## src/rtl/ex_stage.sv

```systemverilog
// RV32I execute stage: ID/EX register, forwarding muxes, ALU and EX/MEM register.
// Bubbles clear addresses and controls so they never match in forwarding.
module ex_stage #(
  parameter int XLEN   = 32,
  parameter int REG_AW = 5
) (
  input  logic              CLK,
  input  logic              RST_N,
  input  logic              STALL,
  input  logic              FLUSH,
  input  logic [XLEN-1:0]   RS1_DATA_ID,
  input  logic [XLEN-1:0]   RS2_DATA_ID,
  input  logic [XLEN-1:0]   IMM_ID,
  input  logic [XLEN-1:0]   PC_ID,
  input  logic [REG_AW-1:0] ARS1_ID,
  input  logic [REG_AW-1:0] ARS2_ID,
  input  logic [REG_AW-1:0] ARD_ID,
  input  logic [3:0]        ALU_OP_ID,
  input  logic              ALU_SRC_ID,
  input  logic              REGWRITE_ID,
  input  logic              MEMREAD_ID,
  input  logic              MEMWRITE_ID,
  input  logic [1:0]        FORWARD_A,
  input  logic [1:0]        FORWARD_B,
  input  logic [XLEN-1:0]   WB_DATA,
  output logic [REG_AW-1:0] ARS1,
  output logic [REG_AW-1:0] ARS2,
  output logic [REG_AW-1:0] ARD_EX,
  output logic              MEMREAD_EX,
  output logic [XLEN-1:0]   ALU_RESULT_EX_MEM,
  output logic [XLEN-1:0]   STORE_DATA_EX_MEM,
  output logic [REG_AW-1:0] ARD_EX_MEM,
  output logic              REGWRITE_EX_MEM,
  output logic              MEMREAD_EX_MEM,
  output logic              MEMWRITE_EX_MEM
);

  localparam int SW = $clog2(XLEN);

  typedef struct packed {
    logic [XLEN-1:0]   rs1;
    logic [XLEN-1:0]   rs2;
    logic [XLEN-1:0]   imm;
    logic [XLEN-1:0]   pc;
    logic [REG_AW-1:0] ars1;
    logic [REG_AW-1:0] ars2;
    logic [REG_AW-1:0] ard;
    logic [3:0]        op;
    logic              src;
    logic              rw;
    logic              mr;
    logic              mw;
  } id_ex_t;

  typedef struct packed {
    logic [XLEN-1:0]   alu;
    logic [XLEN-1:0]   store;
    logic [REG_AW-1:0] ard;
    logic              rw;
    logic              mr;
    logic              mw;
  } ex_mem_t;

  id_ex_t  id_ex_d, id_ex_q;
  ex_mem_t ex_mem_d, ex_mem_q;

  logic [XLEN-1:0] op_a, fwd_b, op_b, alu_res;
  logic [SW-1:0]   shamt;
  logic            unused_pc;

  always_comb begin
    id_ex_d = '0;
    if (!(FLUSH || STALL)) begin
      id_ex_d.rs1  = RS1_DATA_ID;
      id_ex_d.rs2  = RS2_DATA_ID;
      id_ex_d.imm  = IMM_ID;
      id_ex_d.pc   = PC_ID;
      id_ex_d.ars1 = ARS1_ID;
      id_ex_d.ars2 = ARS2_ID;
      id_ex_d.ard  = ARD_ID;
      id_ex_d.op   = ALU_OP_ID;
      id_ex_d.src  = ALU_SRC_ID;
      id_ex_d.rw   = REGWRITE_ID;
      id_ex_d.mr   = MEMREAD_ID;
      id_ex_d.mw   = MEMWRITE_ID;
    end
  end

  // 10 selects the pre-edge EX/MEM result, never this cycle's ALU output.
  always_comb begin
    case (FORWARD_A)
      2'b10:   op_a = ex_mem_q.alu;
      2'b01:   op_a = WB_DATA;
      default: op_a = id_ex_q.rs1;
    endcase
    case (FORWARD_B)
      2'b10:   fwd_b = ex_mem_q.alu;
      2'b01:   fwd_b = WB_DATA;
      default: fwd_b = id_ex_q.rs2;
    endcase
    op_b  = id_ex_q.src ? id_ex_q.imm : fwd_b;
    shamt = op_b[SW-1:0];
  end

  always_comb begin
    alu_res = '0;
    case (id_ex_q.op)
      4'd0: alu_res = op_a + op_b;
      4'd1: alu_res = op_a - op_b;
      4'd2: alu_res = op_a & op_b;
      4'd3: alu_res = op_a | op_b;
      4'd4: alu_res = op_a ^ op_b;
      4'd5: alu_res = op_a << shamt;
      4'd6: alu_res = op_a >> shamt;
      4'd7: alu_res = $signed(op_a) >>> shamt;
      4'd8: alu_res = {{(XLEN-1){1'b0}},
                       $signed(op_a) < $signed(op_b)};
      4'd9: alu_res = {{(XLEN-1){1'b0}}, op_a < op_b};
      default: alu_res = '0;
    endcase
  end

  always_comb begin
    ex_mem_d       = '0;
    ex_mem_d.alu   = alu_res;
    ex_mem_d.store = fwd_b;
    ex_mem_d.ard   = id_ex_q.ard;
    ex_mem_d.rw    = id_ex_q.rw;
    ex_mem_d.mr    = id_ex_q.mr;
    ex_mem_d.mw    = id_ex_q.mw;
  end

  always_ff @(posedge CLK or negedge RST_N) begin
    if (!RST_N) begin
      id_ex_q  <= '0;
      ex_mem_q <= '0;
    end else begin
      id_ex_q  <= id_ex_d;
      ex_mem_q <= ex_mem_d;
    end
  end

  assign unused_pc = ^id_ex_q.pc;

  assign ARS1              = id_ex_q.ars1;
  assign ARS2              = id_ex_q.ars2;
  assign ARD_EX            = id_ex_q.ard;
  assign MEMREAD_EX        = id_ex_q.mr;
  assign ALU_RESULT_EX_MEM = ex_mem_q.alu;
  assign STORE_DATA_EX_MEM = ex_mem_q.store;
  assign ARD_EX_MEM        = ex_mem_q.ard;
  assign REGWRITE_EX_MEM   = ex_mem_q.rw;
  assign MEMREAD_EX_MEM    = ex_mem_q.mr;
  assign MEMWRITE_EX_MEM   = ex_mem_q.mw;

endmodule

```

## config.mk

```make
export PLATFORM = sky130hd
export DESIGN_NAME = ex_stage
export DESIGN_NICKNAME = d
export VERILOG_FILES = /design/src/rtl/ex_stage.sv
export SDC_FILE = /design/constraint.sdc
export NUM_CORES = 1
export LEC_CHECK = 0
export ABC_AREA = 1
export BUFFER_PORTS_ARGS = -buffer_cell sky130_fd_sc_hd__buf_4
export CORE_MARGIN = 2
export CORE_UTILIZATION = 35
export CTS_CLUSTER_DIAMETER = 200
export DETAILED_ROUTE_END_ITERATION = 8
export PLACE_DENSITY = 0.62
export REMOVE_ABC_BUFFERS = 1
export SLEW_MARGIN = 10
export SYNTH_ARGS = -nofsm -noshare
export SYNTH_HDL_FRONTEND = slang
export SYNTH_SLANG_ARGS = --single-unit
export TNS_END_PERCENT = 1
```

## constraint.sdc

```tcl
create_clock -name CLK -period 3.6 [get_ports CLK]
set_input_delay 0.36 -clock CLK [delete_from_list [all_inputs] [get_ports CLK]]
set_output_delay 0.36 -clock CLK [all_outputs]
set_load 0.02 [all_outputs]
```

==> results.toml <==
[clocking]
cts_sinks = 191
root_buffer = "clkbuf_16"
clockBufferDepth = 2
cts_max_level = 4
clk_pin_slew_ns = 0.09
cts_tree = "built"
numCtsBuffers = 17
clk-insertion-delay-late_ns = 0.50

[timing]
setup_violations = 0
slew_viol_final = 0
whs_ns = 0.05960
finalCritPeriodShare = 0.9721
post-route-min-period_ns = 3.500
maxSlewHeadroom = 0.4763
hold_violations = 0
rsz0062_at_grt = "yes"
finClkSkew_ns = 0.02105
fmax_ghz = 0.2858
max_slew.worst_pin.slew_ns = 0.7855

[finish]
final_cells = 4040
area_growth_pct = 37.05
post-route-util = 0.4860
nets = 3658
drive_gt1_frac = 0.2492
finalInstanceArea_sq_um = 23790

[logic_synthesis]
yosys_warnings = 0
synth_edf_count = 0
ys.flop_type = "dfrtp_1"
synth_area_per_cell_sq_um = 6.244
netlist.area_leader.share = 0.2753
synth_area_leaders = "dfrtp_1, nand2_1, nand3_1, inv_1, ha_1"
netlist-cell-type-count = 52
synthesis.area_sq_um = 17360
synthTopCellsByCount = "nand2_1, nand3_1, inv_1, nor2_1, dfrtp_1"
synth_top_family_by_area = "simple AND/OR/NAND/NOR gates"
synth-xor-area-share = 0.0005045
synth_compound_area_frac = 0.1295
yosysTopAreaCell = "dfrtp_1"
syn_inst = 2780
synthMuxAreaShare = 0
synthAdderAreaFrac = 0.07655
ys_seq_area_frac = 0.2753
yosysMostFrequentCell = "nand2_1"
async_flop_share = 1.000
yosys.area_share.simple = 0.3920
synth.ff_latch_count = 191

[worst_setup_path]
worstPathRequired_ns = 3.98
worstPathCellList = "buf_4, inv_1, ha_1, buf_4, inv_4, buf_12, o21ai_0, o21ai_0, buf_4, ha_1, nand2_1, o21ai_0, a21oi_1, buf_4, buf_4, nor2_1, nor2_1, nand2_1, nand2_1, nand3_1, nand2_1, inv_1, nand3_1"
setup.worst_path.end = "ALU_RESULT_EX_MEM[30]"
slowest_delay_ns = 0.44
rr_endpoint = "ALU_RESULT_EX_MEM[4]"
r2r_slack_ns = 0.10
path_class = "in2reg"
critical_path.top_delay_family = "buffers and inverters"
cp_slowest_cell = "o21ai_0"
crit_cells = 23
crit_start = "FORWARD_B[0]"
critPathMaxFanout = 20
critPathArrivalTime_ns = 3.88
crit_buf_inv = 9
critPathLaunchType = "input port"
cp_common_cell = "buf_4"
reg2reg_depth = 16
cp-end-kind = "flip-flop"
r2r_start = "ALU_RESULT_EX_MEM[0]"

[power_and_ir_drop]
p_int_w = 0.006167
p_per_area_nw_per_um2 = 489.1
total_power_w = 0.01164
p_comb_frac = 0.595
p_leak_nw = 13.06
sw_frac_of_total = 0.4700
seqPwrFrac = 0.223
p_clk_frac = 0.182
switchingPower_w = 0.005468
ir_worst_vdd_mv = 0.4179

[global_routing]
grt-ovfl-total = 0
antenna_found_initial = 2
grt_pass1_vias = 20290
grt_first_pass_wirelength_mm = 126.3
grt_max_degree = 70
grtUsageTotal = 0.3345

[floorplanning]
die_w_um = 226.7
core_area_sq_um = 48950
die_y_um = 226.7
rows = 81
dieArea_sq_um = 51400
start_util = 0.3546
ioPinCount = 279

[run_status]
status = "finished clean"

[routing]
drt-vias-per-instance = 5.293
drt-initial-drc-count = 2087
wire_per_inst_um = 21.33
ant_nets = 0
wl_mm = 86.17
vias = 21380
route.detailed.drc = 0
drt_first_pass_iters = 6

[placed_design]
placed_area_sq_um = 22970
place_inst = 4006
gp_congestion = 1.013
dpl.hpwl_mm = 70.42
port_buffers = 246

[hold_path]
hp-class = "in2reg"
min_from = "REGWRITE_ID"

[job]
max-cap-violations = 0
==> registers in the layout, summed over array words and instances, names as in the netlist <==
name               count
MEMWRITE_EX_MEM        1
ALU_RESULT_EX_MEM     32
ARS2                   5
MEMREAD_EX             1
ex_mem_d               2
REGWRITE_EX_MEM        1
MEMREAD_EX_MEM         1
ARS1                   5
id_ex_q              101
ARD_EX                 5
ARD_EX_MEM             5
STORE_DATA_EX_MEM     32
==> cell type report <==
| type | instances | area, sq um |
|---|---|---|
| timing repair buffer | 712 | 5542 |
| tap | 664 | 830.8 |
| antenna | 1 | 2.502 |
| clock inverter | 15 | 217.7 |
| fill | 5119 | 25160 |
| inverter | 374 | 1406 |
| multi-input combinational | 2066 | 10580 |
| clock buffer | 17 | 425.4 |
| sequential | 191 | 4782 |
==> cell families (layout without fill, tap and decap cells) <==
family / count (synthesis) / in the layout
AO/OA/AOI/OAI: 391 / 391
XOR/XNOR: 1 / 1
adder cells (fa/ha/maj): 105 / 105
buffers and inverters: 523 / 1118
flip-flops: 191 / 191
other: 0 / 1
AND/OR/NAND/NOR: 1569 / 1569
==> power by group through the flow <==
stage / logic (W) / clock network (W) / registers [W]
after floorplan: 0.00297 / 0 / 0.00278
after global placement: 0.00666 / 0 / 0.00264
after detailed placement: 0.00668 / 0 / 0.00263
after CTS: 0.00673 / 0.00218 / 0.00259
after global routing: 0.00747 / 0.00224 / 0.00261
final: 0.00692 / 0.00212 / 0.00259
==> what timing repair did <==
item | CTS | global route
setup endpoints to repair | 2 | 22
hold buffers | 1 | 0
setup buffers | 0 | 0
gates cloned | 0 | 0
hold endpoints to repair | 66 | 0
resized for setup | 4 | 53
pin swaps | 0 | 3
==> metrics by stage <==
step / setup TNS [ns] / setup slack [ns]
after floorplan: -97.14 / -3.316
after global placement: -7.617 / -0.5868
after detailed placement: -8.110 / -0.5504
after CTS: 0 / 0.007351
after global routing: -0.1011 / -0.04830
final: 0 / 0.1004
==> tightest hold or removal path: cells and delay by family <==
kind / cells / cell delay [ns]
buffers and inverters: 2 / 0.15
AND/OR/NAND/NOR: 1 / 0.03
==> layout by cell type, fill, tap and decap left out, drive strengths merged, types with 2 or more instances in the layout <==
master / n
dfrtp: 191
nor3: 25
o221ai: 3
o21bai: 9
a21oi: 125
inv: 382
clkinv: 6
o2111ai: 3
or2: 15
nand3: 503
nand4: 25
a221o: 25
a21o: 3
o21ai: 174
nor2: 287
nand3b: 7
o211ai: 7
o21a: 5
o22ai: 21
nor4: 2
fa: 2
nand2: 702
and2: 3
a221oi: 5
ha: 103
a21boi: 2
a31oi: 5
clkbuf: 18
buf: 710
==> metal layers <==
| layer | routed length [um] | track usage | part of all wire |
|---|---|---|---|
| met5 | 13 | 0 | 0.00015 |
| met4 | 3334 | 0.1394 | 0.039 |
| met3 | 6249 | 0.05352 | 0.073 |
| met2 | 39530 | 0.5403 | 0.46 |
| met1 | 37040 | 0.4427 | 0.43 |
==> worst min path at each step <==
stage / depth (start not counted) / to
finish: 3 / ex_mem_d[2]
CTS: 3 / ARD_EX[2]
global placement: 0 / REGWRITE_EX_MEM
floorplan: 0 / ALU_RESULT_EX_MEM[0]
detailed placement: 0 / MEMWRITE_EX_MEM
global route: 3 / id_ex_q[120]
Power figures use the tool's default switching activity.
